File: src/rtl/pe_data_fetch.sv
// pe_data_fetch
//   Moves one 4-lane row between single-port synchronous data memory and the
//   PE wrapper on a fixed slot schedule.
//   Load:  the row at ADDRESS is read lane by lane and presented on DATAIN,
//          followed by a one-cycle FETCH_DONE.
//   Store: DATAOUT is captured on the start edge and written lane by lane,
//          followed by a one-cycle STORE_DONE.
//   Because the schedule never depends on the mask or the data, the control
//   unit can count cycles instead of handshaking.
//
// Ports
//   CLK, RST        clock (rising edge) / asynchronous active-high reset
//   ADDR_START      one-cycle pulse: start a row load
//   WRADDR_START    one-cycle pulse: start a row store (wins over ADDR_START)
//   ADDR_RST        synchronous abort: back to idle, DATAIN cleared
//   ADDRESS         row address, sampled with a start pulse
//   LANE_MASK       per-lane enable, sampled with a start pulse
//   DATAOUT         PE results, lane k at [k*DATA_W +: DATA_W]
//   DATAIN          loaded row to the PEs, same packing
//   FETCH_DONE      one-cycle pulse once DATAIN holds the complete row
//   STORE_DONE      one-cycle pulse once the row has been written
//   BUSY            operation in progress (including its done cycle)
//   MEM_ADDR        memory word address {row, lane}; 0 outside slots
//   MEM_RE/MEM_WE   read / write enables
//   MEM_WDATA       write data
//   MEM_RDATA       read data, valid the cycle after MEM_RE
module pe_data_fetch #(
  parameter int DATA_W = 32,
  parameter int ADDR_W = 4,
  parameter int LANES  = 4
) (
  input  logic                    CLK,
  input  logic                    RST,
  input  logic                    ADDR_START,
  input  logic                    WRADDR_START,
  input  logic                    ADDR_RST,
  input  logic [ADDR_W-1:0]       ADDRESS,
  input  logic [3:0]              LANE_MASK,
  input  logic [LANES*DATA_W-1:0] DATAOUT,
  output logic [LANES*DATA_W-1:0] DATAIN,
  output logic                    FETCH_DONE,
  output logic                    STORE_DONE,
  output logic                    BUSY,
  output logic [ADDR_W+1:0]       MEM_ADDR,
  output logic                    MEM_RE,
  output logic                    MEM_WE,
  output logic [DATA_W-1:0]       MEM_WDATA,
  input  logic [DATA_W-1:0]       MEM_RDATA
);

  typedef enum logic [1:0] {
    IDLE  = 2'd0,
    LOAD  = 2'd1,
    STORE = 2'd2
  } state_t;

  state_t              state_reg, state_next;
  // Load uses slots 0..4: 0..3 issue reads, 4 only captures the last lane.
  // Store uses slots 0..3.
  logic [2:0]          slot_reg, slot_next;
  logic [ADDR_W-1:0]   addr_reg;
  logic [3:0]          mask_reg;
  logic [DATA_W-1:0]   wbuf_reg   [LANES];
  logic [DATA_W-1:0]   datain_reg [LANES];
  logic                fetch_done_reg;
  logic                store_done_reg;

  logic                start_store;
  logic                start_load;
  logic [1:0]          lane_sel;

  // Starts are only looked at in IDLE; the abort beats both, store beats load.
  assign start_store = (state_reg == IDLE) && !ADDR_RST && WRADDR_START;
  assign start_load  = (state_reg == IDLE) && !ADDR_RST && !WRADDR_START && ADDR_START;
  assign lane_sel    = slot_reg[1:0];

  // ---------------- state register ----------------
  always_ff @(posedge CLK or posedge RST) begin
    if (RST) begin
      state_reg <= IDLE;
      slot_reg  <= 3'd0;
    end else begin
      state_reg <= state_next;
      slot_reg  <= slot_next;
    end
  end

  // ---------------- next-state logic ----------------
  always_comb begin
    state_next = state_reg;
    slot_next  = slot_reg;
    if (ADDR_RST) begin
      state_next = IDLE;
      slot_next  = 3'd0;
    end else begin
      unique case (state_reg)
        IDLE: begin
          slot_next = 3'd0;
          if (start_store)     state_next = STORE;
          else if (start_load) state_next = LOAD;
        end
        LOAD: begin
          if (slot_reg == 3'd4) begin
            state_next = IDLE;
            slot_next  = 3'd0;
          end else begin
            slot_next = slot_reg + 3'd1;
          end
        end
        STORE: begin
          if (slot_reg == 3'd3) begin
            state_next = IDLE;
            slot_next  = 3'd0;
          end else begin
            slot_next = slot_reg + 3'd1;
          end
        end
        default: begin
          state_next = IDLE;
          slot_next  = 3'd0;
        end
      endcase
    end
  end

  // ---------------- output logic ----------------
  // Memory strobes are decoded straight from the slot so that an abort or
  // reset drops them in the same cycle.
  always_comb begin
    MEM_ADDR  = '0;
    MEM_RE    = 1'b0;
    MEM_WE    = 1'b0;
    MEM_WDATA = '0;
    if (state_reg == LOAD && slot_reg != 3'd4) begin
      MEM_ADDR = {addr_reg, lane_sel};
      MEM_RE   = mask_reg[lane_sel];
    end else if (state_reg == STORE) begin
      MEM_ADDR  = {addr_reg, lane_sel};
      MEM_WE    = mask_reg[lane_sel];
      MEM_WDATA = wbuf_reg[lane_sel];
    end
  end

  assign FETCH_DONE = fetch_done_reg;
  assign STORE_DONE = store_done_reg;
  // The done cycle is already IDLE (so a new start can land on its closing
  // edge) but still counts as busy for the control unit.
  assign BUSY = (state_reg != IDLE) || fetch_done_reg || store_done_reg;

  // ---------------- control datapath ----------------
  always_ff @(posedge CLK or posedge RST) begin
    if (RST) begin
      addr_reg       <= '0;
      mask_reg       <= '0;
      fetch_done_reg <= 1'b0;
      store_done_reg <= 1'b0;
    end else begin
      fetch_done_reg <= !ADDR_RST && (state_reg == LOAD)  && (slot_reg == 3'd4);
      store_done_reg <= !ADDR_RST && (state_reg == STORE) && (slot_reg == 3'd3);
      if (start_store || start_load) begin
        addr_reg <= ADDRESS;
        mask_reg <= LANE_MASK;
      end
    end
  end

  // ---------------- per-lane registers ----------------
  genvar gi;
  generate
    for (gi = 0; gi < LANES; gi++) begin : g_lane
      // Read data for lane gi arrives one slot after its read slot, so it is
      // captured at the end of slot gi+1. Masked lanes load zero.
      always_ff @(posedge CLK or posedge RST) begin
        if (RST) begin
          datain_reg[gi] <= '0;
        end else if (ADDR_RST) begin
          datain_reg[gi] <= '0;
        end else if (state_reg == LOAD && slot_reg == 3'(gi + 1)) begin
          datain_reg[gi] <= mask_reg[gi] ? MEM_RDATA : '0;
        end
      end

      // Store data is frozen on the start edge; DATAOUT is free afterwards.
      always_ff @(posedge CLK or posedge RST) begin
        if (RST) begin
          wbuf_reg[gi] <= '0;
        end else if (start_store) begin
          wbuf_reg[gi] <= DATAOUT[gi*DATA_W +: DATA_W];
        end
      end

      assign DATAIN[gi*DATA_W +: DATA_W] = datain_reg[gi];
    end
  endgenerate

endmodule

File: config.mk
export PLATFORM = sky130hd
export DESIGN_NAME = pe_data_fetch
export DESIGN_NICKNAME = d
export VERILOG_FILES = /design/src/rtl/pe_data_fetch.sv
export SDC_FILE = /design/constraint.sdc
export NUM_CORES = 1
export LEC_CHECK = 0
export ABC_AREA = 1
export BUFFER_PORTS_ARGS = -buffer_cell sky130_fd_sc_hd__buf_2
export CAP_MARGIN = 20
export CORE_UTILIZATION = 30
export DETAILED_ROUTE_END_ITERATION = 10
export PLACE_DENSITY = 0.59
export SLEW_MARGIN = 20
export SYNTH_ARGS = -nofsm -noshare
export SYNTH_HDL_FRONTEND = slang
export SYNTH_SLANG_ARGS = --single-unit
export TNS_END_PERCENT = 5
File: constraint.sdc
create_clock -name CLK -period 7.5 [get_ports CLK]
set_input_delay 0 -clock CLK [delete_from_list [all_inputs] [get_ports CLK]]
set_output_delay 0 -clock CLK [all_outputs]
set_load 0.02 [all_outputs]
After elaboration in Yosys (flattened, before gate mapping)
Index checks and enable logic that the tools add are counted. Widths: inputs -> output; s select.

$add $sub $neg: 1. $lt $le $gt $ge: 2. Equal/unequal tests: 10. Mux-type cells: 34. Bitwise gates (word level): 1. Reduce and logical (&&, ||, !) cells: 25.

Operators by type and width (number): $mux 32 (16); $bmux 32 s2 (1); $logic_and 1x1->1 (13); $mux 6 (2); $mux 2 (5); $reduce_bool 2->1 (5); $mux 3 (3); $eq 3x2->1 const B (2); $ne 3x3->1 const B (2); $pmux 2 s3 (1); $pmux 3 s2 (1); $mux 1 (4); $ne 4x4->1 const B (1); $add 3x1->3 const B (1); $eq 3x1->1 const B (1); $eq 3x3->1 const B (1); $ge 3x3->1 const B (1); $logic_or 1x1->1 (3); $lt 2x3->1 const B (1); $ne 3x2->1 const B (1); $not 2->3 (1); $reduce_and 3->1 (1); $bmux 1 s2 (1); $eq 2x1->1 const B (1); 3 further kinds (4).

Register bits: 271. Input port bits: 173. Output and inout port bits: 171. Word-level logic and storage cells: 87.

Longest topological paths before layout
Word-level depth: 8. Gate-level depth with buffers: 12. Gate-level depth less buffers: 7.

Least setup slack after synthesis
Ideal clock, no wire load.

Path type: reg2out. Start point: register slot_reg[1]. End point: output MEM_WDATA[10]. Arrival time: 2.096 ns. Data required time: 7.500 ns. Path slack: 5.404 ns. Cell stages (with the launch flop): 10. Buffers on the path: 3. Cells stage by stage: dfrtp_1 > clkbuf_1 > inv_2 > buf_1 > ha_1 > nand2_1 > nand2_1 > nand2_1 > buf_1 > a21oi_1.

Cells in the longest elaborated chain, start to end: 6. Elaborated cells on any way between the ends: 8. Classes of those cells: 1 x eq/ne; 5 x mux; 1 x bitwise; 1 x reduce/logical.

Ends and longest elaborated chain: start, declared (RTL line 60) `logic [2:0] slot_reg, slot_next;`; start signal, assigned (RTL line 84) `slot_reg <= slot_next;`; $not 2->3 (not written as such) (RTL line 140) `MEM_WDATA = wbuf_reg[lane_sel];`; $bmux 32 s2 (RTL line 140); $mux 32 (not written as such) (2 in series) (RTL line 140); $mux 32 (RTL line 137) `end else if (state_reg == STORE) begin`; $mux 32 * (RTL line 134) `if (state_reg == LOAD && slot_reg != 3'd4) begin`; end, declared (RTL line 47) `output logic [DATA_W-1:0] MEM_WDATA,`.

Every way passes the cells marked *; elsewhere a longest branch is shown, timed or not. The select of a mux whose other input is x is not followed.

Final worst setup path
Start point: register slot_reg[0]. End point: output MEM_ADDR[3].

Cells in the longest elaborated chain, start to end: 3.

Ends and longest elaborated chain: $ne 3x3->1 (RTL line 134); $logic_and 1x1->1 (RTL line 134); $mux 6 (RTL line 134); end, declared (RTL line 44) `output logic [ADDR_W+1:0] MEM_ADDR,`.

Every way passes these cells.

==> run_results.csv <==
group,metric,value,unit
global_route,grt_pass1_wl,63300,um
sta,fin_crit,3330,ps
yosys,synth_top_area_share,56.4,%
routing,drc_errors,0,
yosys,ys_warn_count,0,
cts,numCtsBuffers,31,
yosys,synth-seq-cells,271,
cts,clk_pin_slew,60,ps
yosys,yosys-top-cells-count,"nand2_1 (611), dfrtp_1 (271), nor2_1 (177)",
critical_path,path_buf_inv,2,
die,start_util,30.8,%
power_and_ir_drop,p_leak,8.95,nW
critical_path,crit_path_end_kind,"primary output",
status,outcome,"finished clean",
global_route,overflow,0,
yosys,synth_area_leaders,"dfrtp_1 (56%), nand2_1 (19%), nor2_1 (5.5%)",
cells_and_area,finalInstanceArea,16800,um2
sta,max_freq,301,MHz
die,fp.coreArea,39100,um2
yosys,syn_avg_cell_area,7.96,um2
sta,worst_slew_pin_slew,1010,ps
sta,slew_headroom,32.8,%
yosys,yosysMostFrequentCell,"nand2_1",
die,die_h,202,um
power_and_ir_drop,ir_drop,0.164,mV
critical_path,slowest_delay,800,ps
power_and_ir_drop,power_density,255,nW/um2
cts,root_buffer,"clkbuf_16",
yosys,synth_cells,1511,
sta,setup_viol,0,
sta,finalHoldViolCount,0,
sta,grt_setup_unrepaired,"no",
cts,tritoncts,"done",
sta,min_period_over_period,44.4,%
yosys,synthFlopType,"dfrtp_1",
placement,dp.final_hpwl,25300,um
yosys,synth_edf_count,0,
yosys,synthDistinctLibCells,24,
critical_path,worstPathMaxFanout,39,
die,rows,72,
routing,via_count,11600,
die,io_pins,344,
routing,drt_iter0_drc,736,
routing,ant_nets,0,
cells_and_area,layout-drive-gt1-share,20.9,%
critical_path,crit_chain,"inv_2 -> ha_1 -> nand2_1 -> a21oi_1 -> nor2_1 -> buf_2",
global_route,grt_max_degree,146,
cells_and_area,instances_no_fill,2523,
cts,htreeDepth,1,
critical_path,crit_slowest_cell,"a21oi_1",
global_route,grt_pass1_vias,11900,
cells_and_area,syn_to_final_growth,39.4,%
global_route,antenna_found_initial,1,
die,design.die.area,40900,um2
cts,ctsResizeCount,0,
yosys,netlist_area,12000,um2
die,die_w,202,um
cts,clkSinkCount,271,
routing,wirelength,39500,um
routing,wl_per_cell,15.7,um
critical_path,critical_path_class,"flip-flop to primary output",
cts,clkLatencyLatePin,570,ps
sta,slew_violations,0,
yosys,syn_nets,1693,
sta,whs,119,ps
critical_path,cp_data_required_time,7500,ps
sta,clock_skew,20.5,ps
yosys,async_flop_share,100,%
routing,drt_first_pass_iters,5,
critical_path,worst-path-stages,6,
power_and_ir_drop,finalPower,4.28,mW
yosys,synth-seq-area-share,56.4,%
placement,portBuffers,343,
cts,cts_buffer_depth,3,
critical_path,critPathTopFamily,"buffers and inverters",
critical_path,start_kind,"flip-flop",
placement,dp.cells,2290,
critical_path,reg2reg_depth,9,
critical_path,crit_arrival,3330,ps
worst_hold_path,min-delay-path-class,"primary input to async pin",
cells_and_area,nets,2161,
routing,vias_per_cell,4.61,
global_route,grt_use_total,19.2,%
placement,place_congestion,0.823,
flow_run,drv_cap,0,
sta,tns,0,ps
placement,placed_area,14000,um2
yosys,synth_top_area_cell,"dfrtp_1",
[per-layer routing]
layer / share of wire (%) / up-vias / GRT usage, % / wire length (um)
met3: 6.5 / 57 / 3.60 / 2560
li1: - / 5631 / - / -
met2: 47 / 410 / 32.3 / 18400
met4: 2.5 / 0 / 5.29 / 971
met5: 0 / - / 0 / 0
met1: 44 / 5525 / 25.0 / 17500
[cell families after synthesis]
| group | count (synthesis) | share of synthesized area, % |
|---|---|---|
| fa+ha+maj | 9 | 0.936 |
| compound gates | 170 | 7.19 |
| buf+inv | 168 | 6.40 |
| simple gates | 893 | 29.1 |
| flops | 271 | 56.4 |
[through the flow]
step           worst slack, ps  utilization (%)
2_1_floorplan             33.0                -
3_3_place_gp              4750             35.9
3_5_place_dp              4700             35.9
4_1_cts                   4130             42.9
5_1_grt                   3980             42.9
6_report                  4170             42.9
[placed cells by master (no fill, tap or decap)]
cell / instances
nand2_1: 611
buf_2: 343
dfrtp_1: 270
nor2_1: 176
dlygate4sd3_1: 174
nand3_1: 97
o21ai_0: 87
a21oi_1: 67
inv_1: 63
clkbuf_16: 31
o21ai_1: 14
buf_4: 14
clkbuf_1: 13
ha_1: 9
inv_2: 7
clkbuf_8: 6
clkinv_2: 5
nor2_4: 2
nand4_1: 2
diode_2: 1
nand2_2: 1
o21ai_4: 1
nor2_2: 1
a211oi_1: 1
or2_2: 1
inv_8: 1
nor3_4: 1
or2_1: 1
inv_6: 1
clkinv_4: 1
bufinv_16: 1
buf_12: 1
dfrtp_4: 1
[final cells by class]
cell class | count | area [um2]
tap | 518 | 648
antenna | 1 | 2.50
clock buffer | 50 | 907
timing repair buffer | 532 | 3580
sequential | 271 | 6790
fill | 3934 | 22300
multi-input combinational | 1072 | 4490
inverter | 71 | 274
clock inverter | 8 | 72.6
[what timing repair did]
item                      4_1_cts  5_1_grt
hold endpoints to repair      394        0
setup buffers                   0        0
hold buffers                  174        0
[final timing paths]
check	start	to	slack (ps)
max	slot_reg[0]$_DFF_PP0_	MEM_ADDR[3]	4170
min	RST	wbuf_reg[92]$_DFFE_PP0P_	120
max reg2reg	slot_reg[0]$_DFF_PP0_	state_reg[0]$_DFFE_PP0P_	4180
min reg2reg	DATAIN[34]$_DFFE_PP0P_	DATAIN[34]$_DFFE_PP0P_	460
max in group asynchronous	RST	DATAIN[107]$_DFFE_PP0P_	6020
min in group CLK	DATAOUT[116]	wbuf_reg[20]$_DFFE_PP0P_	160
[power by group]
group | leakage [nW] | switching [mW] | internal [mW]
sequential | 3.51 | 0.143 | 1.74
clock | 0.483 | 0.609 | 0.857
combinational | 4.95 | 0.597 | 0.338
total | 8.95 | 1.35 | 2.93
[worst reg2reg max path: cells and delay by family (launching register included)]
kind | cells | cell delay [ps]
fa+ha+maj | 2 | 480
simple gates | 3 | 320
buf+inv | 4 | 1910
flops | 1 | 530
Note: power is estimated with default switching activity, not from simulation.
